--- config.mk ---
export PLATFORM = sky130hd
export DESIGN_NAME = io_bus_arbiter
export DESIGN_NICKNAME = d
export VERILOG_FILES = /design/src/rtl/io_arb_pkg.sv /design/src/rtl/io_arb_watchdog.sv /design/src/rtl/io_bus_arbiter.sv
export SDC_FILE = /design/constraint.sdc
export NUM_CORES = 1
export LEC_CHECK = 0
export CAP_MARGIN = 5
export CELL_PAD_IN_SITES_DETAIL_PLACEMENT = 1
export CELL_PAD_IN_SITES_GLOBAL_PLACEMENT = 1
export CORE_AREA = 2 2 140 142
export CTS_BUF_LIST = sky130_fd_sc_hd__clkbuf_8
export DETAILED_ROUTE_END_ITERATION = 10
export DIE_AREA = 0 0 142 144
export PLACE_DENSITY_LB_ADDON = 0.2
export SETUP_SLACK_MARGIN = 0.5
export SYNTH_ARGS = -nofsm -noshare
export SYNTH_HDL_FRONTEND = slang
export SYNTH_HIERARCHICAL = 1
export SYNTH_SLANG_ARGS = --single-unit
--- constraint.sdc ---
create_clock -name clk_i -period 2.7 [get_ports clk_i]
set_clock_uncertainty 0.1 [all_clocks]
set_input_delay 0.405 -clock clk_i [delete_from_list [all_inputs] [get_ports clk_i]]
set_output_delay 0.405 -clock clk_i [all_outputs]
set_load 0.01 [all_outputs]
--- src/rtl/io_arb_pkg.sv ---
// Shared types and helpers for the two-master io_bus arbiter.
// Tag layout is {mode[1:0], lock/unlock}; only AMO mode affects ownership.
package io_arb_pkg;

    typedef enum logic [1:0] {
        IDLE  = 2'd0,
        OWN0  = 2'd1,
        OWN1  = 2'd2,
        ABORT = 2'd3
    } arb_state_e;

    typedef logic mst_idx_t;

    localparam mst_idx_t MST0 = 1'b0;
    localparam mst_idx_t MST1 = 1'b1;

    localparam int unsigned ADDR_TAG_W       = 3;
    localparam logic [1:0]  ADDR_TAG_MODE_AMO = 2'b10;
    localparam logic        ADDR_TAG_LOCK     = 1'b1;
    localparam logic        ADDR_TAG_UNLOCK   = 1'b0;

    function automatic logic is_amo_lock(input logic [ADDR_TAG_W-1:0] tag, input logic we);
        return (tag[2:1] == ADDR_TAG_MODE_AMO) && (tag[0] == ADDR_TAG_LOCK) && !we;
    endfunction

    function automatic logic is_amo_unlock(input logic [ADDR_TAG_W-1:0] tag, input logic we);
        return (tag[2:1] == ADDR_TAG_MODE_AMO) && (tag[0] == ADDR_TAG_UNLOCK) && we;
    endfunction

endpackage

--- src/rtl/io_arb_watchdog.sv ---
// Saturating cycle counter; expire_o flags the LIMIT-th consecutive inc cycle.
// Latency: expire_o is combinational from inc_i and the registered count.
// Backpressure: none; clr_i has priority over inc_i.
module io_arb_watchdog #(
    parameter int unsigned LIMIT = 256
) (
    input  logic clk_i,
    input  logic rst_i,
    input  logic inc_i,
    input  logic clr_i,
    output logic expire_o
);

    localparam int unsigned CW = $clog2(LIMIT);
    localparam logic [CW-1:0] LAST = CW'(LIMIT - 1);

    logic [CW-1:0] cnt_q, cnt_d;

    always_comb begin
        cnt_d = cnt_q;
        if (clr_i) begin
            cnt_d = '0;
        end else if (inc_i && (cnt_q != LAST)) begin
            cnt_d = cnt_q + 1'b1;
        end
    end

    assign expire_o = inc_i && !clr_i && (cnt_q == LAST);

    always_ff @(posedge clk_i or negedge rst_i) begin
        if (!rst_i) begin
            cnt_q <= '0;
        end else begin
            cnt_q <= cnt_d;
        end
    end

endmodule

--- src/rtl/io_bus_arbiter.sv ---
// Round-robin Wishbone arbiter sharing the io_bus slave between M0 and M1.
// Latency: 1-cycle grant from IDLE; request/response paths are combinational while owned.
// Backpressure: non-owner simply waits with cyc/stb high; stalls are cut by the watchdog.
module io_bus_arbiter
    import io_arb_pkg::*;
#(
    parameter int unsigned TIMEOUT_CYCLES = 256,
    parameter int unsigned AMO_HOLD_MAX   = 64
) (
    input  logic        clk_i,
    input  logic        rst_i,

    input  logic        m0_stb_i,
    input  logic        m0_cyc_i,
    input  logic        m0_we_i,
    input  logic [31:0] m0_addr_i,
    input  logic [2:0]  m0_addr_tag_i,
    input  logic [31:0] m0_data_i,
    input  logic [3:0]  m0_sel_i,
    output logic        m0_ack_o,
    output logic        m0_err_o,
    output logic        m0_data_tag_o,
    output logic [31:0] m0_data_o,

    input  logic        m1_stb_i,
    input  logic        m1_cyc_i,
    input  logic        m1_we_i,
    input  logic [31:0] m1_addr_i,
    input  logic [2:0]  m1_addr_tag_i,
    input  logic [31:0] m1_data_i,
    input  logic [3:0]  m1_sel_i,
    output logic        m1_ack_o,
    output logic        m1_err_o,
    output logic        m1_data_tag_o,
    output logic [31:0] m1_data_o,

    output logic        s_stb_o,
    output logic        s_cyc_o,
    output logic        s_we_o,
    output logic [31:0] s_addr_o,
    output logic [2:0]  s_addr_tag_o,
    output logic [31:0] s_data_o,
    output logic [3:0]  s_sel_o,
    input  logic        s_ack_i,
    input  logic        s_err_i,
    input  logic        s_data_tag_i,
    input  logic [31:0] s_data_i,

    output logic [1:0]  grant_o,
    output logic        timeout_o
);

    arb_state_e state_q, state_d;
    mst_idx_t   last_grant_q, last_grant_d;
    logic       amo_held_q, amo_held_d;
    logic       timeout_q, timeout_d;

    logic       own0, own1, owning, aborting;
    logic       own_cyc;
    mst_idx_t   own_idx;
    logic       m0_req, m1_req;
    logic       amo_set, amo_clr;
    logic       wd_inc, wd_expire;
    logic       hold_inc, hold_clr, hold_expire;

    assign own0     = (state_q == OWN0);
    assign own1     = (state_q == OWN1);
    assign owning   = own0 | own1;
    assign aborting = (state_q == ABORT);
    assign own_idx  = own1 ? MST1 : MST0;
    assign own_cyc  = own0 ? m0_cyc_i : (own1 ? m1_cyc_i : 1'b0);
    assign m0_req   = m0_cyc_i & m0_stb_i;
    assign m1_req   = m1_cyc_i & m1_stb_i;

    // stb is qualified by cyc so a mid-strobe cyc drop vanishes from the slave at once
    always_comb begin
        s_cyc_o      = 1'b0;
        s_stb_o      = 1'b0;
        s_we_o       = 1'b0;
        s_addr_o     = '0;
        s_addr_tag_o = '0;
        s_data_o     = '0;
        s_sel_o      = '0;
        if (own0) begin
            s_cyc_o      = m0_cyc_i;
            s_stb_o      = m0_cyc_i & m0_stb_i;
            s_we_o       = m0_we_i;
            s_addr_o     = m0_addr_i;
            s_addr_tag_o = m0_addr_tag_i;
            s_data_o     = m0_data_i;
            s_sel_o      = m0_sel_i;
        end else if (own1) begin
            s_cyc_o      = m1_cyc_i;
            s_stb_o      = m1_cyc_i & m1_stb_i;
            s_we_o       = m1_we_i;
            s_addr_o     = m1_addr_i;
            s_addr_tag_o = m1_addr_tag_i;
            s_data_o     = m1_data_i;
            s_sel_o      = m1_sel_i;
        end
    end

    // During ABORT last_grant_q already names the aborted owner
    assign m0_ack_o      = own0 & s_ack_i;
    assign m0_err_o      = (own0 & s_err_i) | (aborting & (last_grant_q == MST0));
    assign m0_data_tag_o = own0 & s_data_tag_i;
    assign m0_data_o     = own0 ? s_data_i : '0;
    assign m1_ack_o      = own1 & s_ack_i;
    assign m1_err_o      = (own1 & s_err_i) | (aborting & (last_grant_q == MST1));
    assign m1_data_tag_o = own1 & s_data_tag_i;
    assign m1_data_o     = own1 ? s_data_i : '0;

    assign grant_o   = {own1, own0};
    assign timeout_o = timeout_q;

    assign amo_set = owning & s_stb_o & s_ack_i & is_amo_lock(s_addr_tag_o, s_we_o);
    assign amo_clr = owning & s_stb_o & s_ack_i & is_amo_unlock(s_addr_tag_o, s_we_o);

    // A cycle carrying ack or err is never a stalled cycle, so ack beats expiry
    assign wd_inc   = s_stb_o & ~s_ack_i & ~s_err_i;
    assign hold_inc = owning & amo_held_q & ~own_cyc;
    assign hold_clr = ~owning | ~amo_held_q | s_stb_o;

    io_arb_watchdog #(
        .LIMIT (TIMEOUT_CYCLES)
    ) u_wd (
        .clk_i    (clk_i),
        .rst_i    (rst_i),
        .inc_i    (wd_inc),
        .clr_i    (~wd_inc),
        .expire_o (wd_expire)
    );

    io_arb_watchdog #(
        .LIMIT (AMO_HOLD_MAX)
    ) u_hold (
        .clk_i    (clk_i),
        .rst_i    (rst_i),
        .inc_i    (hold_inc),
        .clr_i    (hold_clr),
        .expire_o (hold_expire)
    );

    always_comb begin
        state_d      = state_q;
        last_grant_d = last_grant_q;
        amo_held_d   = amo_held_q;
        timeout_d    = 1'b0;
        if (amo_set) amo_held_d = 1'b1;
        if (amo_clr) amo_held_d = 1'b0;
        case (state_q)
            IDLE: begin
                if (m0_req && m1_req) begin
                    state_d = (last_grant_q == MST1) ? OWN0 : OWN1;
                end else if (m0_req) begin
                    state_d = OWN0;
                end else if (m1_req) begin
                    state_d = OWN1;
                end
            end
            OWN0, OWN1: begin
                if (wd_expire) begin
                    state_d      = ABORT;
                    timeout_d    = 1'b1;
                    amo_held_d   = 1'b0;
                    last_grant_d = own_idx;
                end else if (hold_expire) begin
                    state_d      = IDLE;
                    timeout_d    = 1'b1;
                    amo_held_d   = 1'b0;
                    last_grant_d = own_idx;
                end else if (!own_cyc && !amo_held_q) begin
                    state_d      = IDLE;
                    last_grant_d = own_idx;
                end
            end
            ABORT: begin
                state_d = IDLE;
            end
            default: begin
                state_d = IDLE;
            end
        endcase
    end

    always_ff @(posedge clk_i or negedge rst_i) begin
        if (!rst_i) begin
            state_q      <= IDLE;
            last_grant_q <= MST1;
            amo_held_q   <= 1'b0;
            timeout_q    <= 1'b0;
        end else begin
            state_q      <= state_d;
            last_grant_q <= last_grant_d;
            amo_held_q   <= amo_held_d;
            timeout_q    <= timeout_d;
        end
    end

endmodule

Word level (Yosys, flattened, before mapping)
Cells that the tools add are included.
{"block": "word_totals", "regBits": 19, "word_cells": 110, "input_bits": 185}
{"block": "classes", "muxes": 40, "bitwise_logic": 30, "n_addsub": 2, "reduce_logical": 21, "n_eq_ne": 11}
{"op": "$mux W32", "n": 6}
{"op": "$and A1 B1 Y1", "n": 18}
{"op": "$mux W1", "n": 18}
{"op": "$mux W8", "n": 2}
{"op": "$mux W2", "n": 7}
{"op": "$mux W6", "n": 2}
{"op": "$logic_and A1 B1 Y1", "n": 11}
{"op": "$add A8 B1 Y8 const B", "n": 1}
{"op": "$eq A8 B8 Y1 const B", "n": 1}
{"op": "$mux W4", "n": 2}
{"op": "$ne A8 B8 Y1 const B", "n": 1}
{"op": "$not A1 Y1", "n": 7}
{"op": "$add A6 B1 Y6 const B", "n": 1}
{"op": "$eq A2 B2 Y1 const B", "n": 3}
{"op": "$eq A6 B6 Y1 const B", "n": 1}
{"op": "$mux W3", "n": 2}
{"op": "$ne A6 B6 Y1 const B", "n": 1}
{"op": "$pmux W2 S3", "n": 1}
{"op": "$or A1 B1 Y1", "n": 5}
{"op": "$logic_not A1 Y1", "n": 4}
{"op": "$ne A4 B3 Y1 const B", "n": 1}
{"op": "$ne A4 B4 Y1 const B", "n": 1}
{"op": "$reduce_and A2 Y1", "n": 2}
{"op": "$reduce_bool A3 Y1", "n": 1}
{"op": "5 further kinds", "n": 5}

Longest topological paths before layout
{"block": "depth", "ltp_word": 12, "depth_mapped": 12}

Hierarchy
Netlist, hierarchy kept.
{"module": "io_bus_arbiter", "instances": 1, "cells_each": 349, "seq_area_each_um2": 126.4, "area_each_um2": 1911.8}
{"module": "io_arb_watchdog (u_wd)", "instances": 1, "cells_each": 46, "seq_area_each_um2": 200.2, "area_each_um2": 501.7}
{"module": "io_arb_watchdog (u_hold)", "instances": 1, "cells_each": 41, "seq_area_each_um2": 150.1, "area_each_um2": 396.6}

Worst setup path before layout
OpenSTA, ideal clock, no wires.
{"block": "synth_timing", "path_kind": "reg2reg", "from": "reg state_q[0]", "to": "reg state_q[1]", "setup_time_ns": 0.127, "setup_slack_ns": -0.142, "stages_incl_launch_ff": 12, "arrival_ns": 2.615, "n_path_buf": 2, "t_required_ns": 2.473, "cell_sequence": "dfrtp_1 > inv_1 > ha_1 > buf_2 > nand3_1 > o21a_1 > or3_1 > dlymetal6s2s_1 > nor3_1 > a311oi_1 > a32o_2 > mux2_1"}
{"block": "synth_between", "word_cells_on_any_way": 30, "classes_between": "5 x eq/ne; 7 x mux; 9 x bitwise; 9 x reduce/logical"}
{"element": "start, declared", "line": "io_bus_arbiter.sv:53", "text": "arb_state_e state_q, state_d;"}
{"element": "start signal, assigned", "line": "io_bus_arbiter.sv:193", "text": "state_q <= state_d;"}
{"element": "$eq A2 B2 Y1 (*)", "line": "io_bus_arbiter.sv:67", "text": "assign own1 = (state_q == OWN1);"}
{"element": "named net own1", "line": "io_bus_arbiter.sv:58", "text": "logic own0, own1, owning, aborting;"}
{"element": "$mux W1 (*)", "line": "io_bus_arbiter.sv:92", "text": "end else if (own1) begin"}
{"element": "$mux W1 (*)", "line": "io_bus_arbiter.sv:84", "text": "if (own0) begin"}
{"element": "$and A1 B1 Y1 (*) (2 in a row)", "line": "io_bus_arbiter.sv:120", "text": "assign wd_inc = s_stb_o & ~s_ack_i & ~s_err_i;"}
{"element": "$logic_and A1 B1 Y1 (*)", "line": "io_arb_watchdog.sv:28", "text": "assign expire_o = inc_i && !clr_i && (cnt_q == LAST);"}
{"element": "named net wd_expire", "line": "io_bus_arbiter.sv:63", "text": "logic wd_inc, wd_expire;"}
{"element": "$mux W2 or $ne A4 B3 Y1 (tied branches)"}
{"element": "$pmux W2 S3 or $reduce_and A2 Y1 (tied branches)"}
Mark *: on every way through the listed nets, which the timed path passes. The rest lies on a longest branch.
A chain may end at the register's enable or synchronous reset.

Worst setup path after layout
{"block": "layout_timing", "from": "reg state_q[1]", "to": "reg state_q[1]"}
{"block": "layout_between", "word_cells_on_any_way": 30, "classes_between": "5 x eq/ne; 7 x mux; 9 x bitwise; 9 x reduce/logical"}
{"element": "$eq A2 B2 Y1", "line": "io_bus_arbiter.sv:67"}
{"element": "$mux W1 (2 in a row)", "line": "io_bus_arbiter.sv:71", "text": "assign own_cyc = own0 ? m0_cyc_i : (own1 ? m1_cyc_i : 1'b0);"}
{"element": "$not A1 Y1", "line": "io_bus_arbiter.sv:121", "text": "assign hold_inc = owning & amo_held_q & ~own_cyc;"}
{"element": "$and A1 B1 Y1 (*)", "line": "io_bus_arbiter.sv:121"}
{"element": "named net hold_inc", "line": "io_bus_arbiter.sv:64", "text": "logic hold_inc, hold_clr, hold_expire;"}
{"element": "$logic_and A1 B1 Y1 (*) (2 in a row)", "line": "io_arb_watchdog.sv:28"}
{"element": "named net hold_expire", "line": "io_bus_arbiter.sv:64"}
{"element": "$mux W2", "line": "io_bus_arbiter.sv:167", "text": "end else if (hold_expire) begin"}
{"element": "$mux W2", "line": "io_bus_arbiter.sv:162", "text": "if (wd_expire) begin"}
{"element": "$pmux W2 S3", "line": "io_bus_arbiter.sv:151", "text": "case (state_q)"}
Marks and branches as above.

==> flow_summary.json <==
{
  "fmax_mhz": 381.6,
  "drt_iter0_drc": 131,
  "netlist_top_cells_area": "nand2_1 (17%), dfrtp_1 (16%), and2_1 (15%)",
  "drive_above_1_share": 0.4659,
  "nets": 1030,
  "drc": 0,
  "place_inst": 989,
  "io_buffers": 331,
  "start_kind": "register",
  "cp_slowest_stage_delay_ns": 0.43,
  "layout-area-overhead-vs-synth_pct": 179.6,
  "cts-buffers-inserted": 3,
  "post-synth-top-area-cell": "nand2_1",
  "finalCritPeriodShare": 0.9706,
  "yosysUniqueCellTypes": 58,
  "cts_buffer_depth": 2,
  "diodes": 0,
  "rsz0062_at_grt": "true",
  "synth_top_area_share": 0.1736,
  "initial_core_util": 0.1473,
  "synthCells": 436,
  "synthMuxAreaShare": 0.02048,
  "yosysMostFrequentCell": "nand2_1",
  "crit_fanout": 5,
  "cp-startpoint": "state_q[1]$_DFFE_PN0P_",
  "yosys-top-cells-count": "nand2_1 (130), and2_1 (69), o21ai_0 (64), dfrtp_1 (18), clkbuf_1 (16)",
  "hold_slack_ns": 0.3911,
  "via_per_inst": 4.494,
  "hold_viol_final": 0,
  "io_pins": 332,
  "synth_compound_area_frac": 0.2422,
  "hp-class": "in -> async",
  "crit_end": "state_q[1]$_DFFE_PN0P_",
  "synth_edf_count": 0,
  "wl_mm": 21.25,
  "synth_xor_area_frac": 0,
  "postSynthAreaPerCell_um2": 6.445,
  "crit_required_ns": 2.75,
  "coreArea_um2": 19080,
  "power_density_nw_per_um2": 745.6,
  "maxCapViolations": 0,
  "cts_tree": "yes",
  "grt_pass1_wl_mm": 28.19,
  "critical-path-slowest-cell": "dfrtp_1",
  "worstReg2RegEnd": "state_q[1]$_DFFE_PN0P_",
  "fin_crit_ns": 2.621,
  "synth_area_um2": 2810,
  "max_slew_margin": 0.7538,
  "crit_type": "reg -> reg",
  "insertion_delay_ns": 0.26,
  "ys_seq_elements": 19,
  "final_cells": 1075,
  "ys.warnings.count": 6,
  "async_reset_ff_frac": 1.000,
  "synthesis.nets": 628,
  "setup_viol": 0,
  "worst_pin_slew_ns": 0.3693,
  "place_congestion": 0.7730,
  "rrSetupSlack_ns": 0.08,
  "endpoint_kind": "register",
  "p_leak_nw": 3.654,
  "path_cells": "buf_6 -> ha_4 -> buf_4 -> buf_16 -> buf_12 -> nand3b_1 -> nand2_2 -> nor2_4 -> nand2_2 -> nor3_4 -> a311oi_2 -> a32o_2 -> mux2_4",
  "wl_per_cell_um": 19.77,
  "clock_sinks": 19,
  "reg2reg_from": "state_q[1]$_DFFE_PN0P_",
  "ir_drop_v": 0.0004163,
  "ys_seq_area_frac": 0.1696,
  "synth_top_family_by_area": "simple AND/OR/NAND/NOR gates",
  "antenna_found_initial": 0,
  "r2r_cells": 13,
  "rows": 51,
  "hpwl_mm": 13.64,
  "htreeDepth": 1,
  "die_area_um2": 20450,
  "vias": 4831,
  "synth_fa_ha_area_frac": 0.03117,
  "groute.usage.overall": 0.1763,
  "first_pass_iters": 4,
  "status": "complete, no violations",
  "ys.flop_type": "dfrtp_1",
  "tns_ns": 0,
  "antenna_left": 0,
  "cpMostUsedCell": "nand2_2",
  "yosys.area_share.simple": 0.4519,
  "grt_overflow": 0,
  "die_h_um": 144,
  "clock-root-buffer": "clkbuf_8",
  "p_total_mw": 5.859,
  "maxSlewViolCount": 0,
  "grt_max_degree": 33,
  "arrival_ns": 2.67,
  "grt_pass1_vias": 4929,
  "fp.dieW_um": 142,
  "path_clk_slew_ns": 0.08
}
## worst max-delay path: cells and delay by family (launching register included)
| kind | cells | cell delay (ns) |
|---|---|---|
| buffers and inverters | 4 | 0.54 |
| adders and majority gates | 1 | 0.16 |
| AOI/OAI and AO/OA | 2 | 0.33 |
| muxes | 1 | 0.30 |
| and+or+nand+nor | 5 | 0.65 |
| DFF | 1 | 0.43 |
## worst min-delay path by stage
stage                                         start                         to
after floorplan                               rst_i       amo_held_q$_DFF_PN0_
after global placement    u_wd/cnt_q[4]$_DFFE_PN0P_  u_wd/cnt_q[4]$_DFFE_PN0P_
after detailed placement  u_wd/cnt_q[4]$_DFFE_PN0P_  u_wd/cnt_q[4]$_DFFE_PN0P_
after CTS                                     rst_i       amo_held_q$_DFF_PN0_
after global routing                          rst_i       amo_held_q$_DFF_PN0_
final                                         rst_i       amo_held_q$_DFF_PN0_
## cell usage in the layout, fill, tap and decap left out, types with 19 or more instances in the layout
master           instances
clkdlybuf4s50_1        186
nand2_1                 93
buf_2                   87
buf_6                   57
and2_1                  43
buf_4                   41
o21ai_2                 32
and2_4                  26
o21ai_1                 21
nand2_2                 19
## cell families (layout without fill, tap and decap cells)
group / after synthesis / in the layout
AOI/OAI and AO/OA: 106 / 106
adders and majority gates: 7 / 7
buffers and inverters: 49 / 450
DFF: 19 / 19
muxes: 5 / 5
and+or+nand+nor: 250 / 250
## where the power goes
part	internal (mW)	switching, mW
sequential	0.312	0.0289
clock	0.103	0.106
combinational	2.84	2.47
## layout make-up
cell class / count / area, µm²
Multi-Input combinational cell: 368 / 2633
Sequential cell: 19 / 476.7
Tap cell: 238 / 297.8
Timing Repair Buffer: 435 / 4358
Inverter: 11 / 46.29
Fill cell: 2263 / 11220
Clock inverter: 1 / 5.005
Clock buffer: 3 / 41.29
## sequential cells by signal (all words and copies together) (netlist names)
register and cells:
timeout_o 1, amo_held_q 1, u_wd/cnt_q 8, state_q 2, u_hold/cnt_q 6, last_grant_q 1
## stage by stage
step	utilization	instance area, µm²	setup WS [ns]
3_3_place_gp	0.3405	6496	-0.01812
4_1_cts	0.3637	6939	0.06275
5_1_grt	0.4118	7858	-0.02552
6_report	0.4118	7858	0.07939
3_5_place_dp	0.3405	6496	-0.05055
2_1_floorplan	-	2860	0.09290
## routing by layer
metal  wire (µm)  vias to the layer above  part of all wire  global-route usage
li1            -                     2297                 -                   -
met1        8267                     2313              0.39              0.2018
met2       11400                      205              0.54              0.3440
met3        1295                       16             0.061             0.03113
met4         292                        0             0.014             0.03053
met5           0                        -                 0                   0
## repair_timing
action,CTS,global route
pin swaps,15,29
endpoints found under the setup margin,159,162
hold buffers,0,0
buffers inserted,35,25
resized for setup,549,335
gates cloned,10,12
No activity file was read; power rests on OpenSTA's default activity.
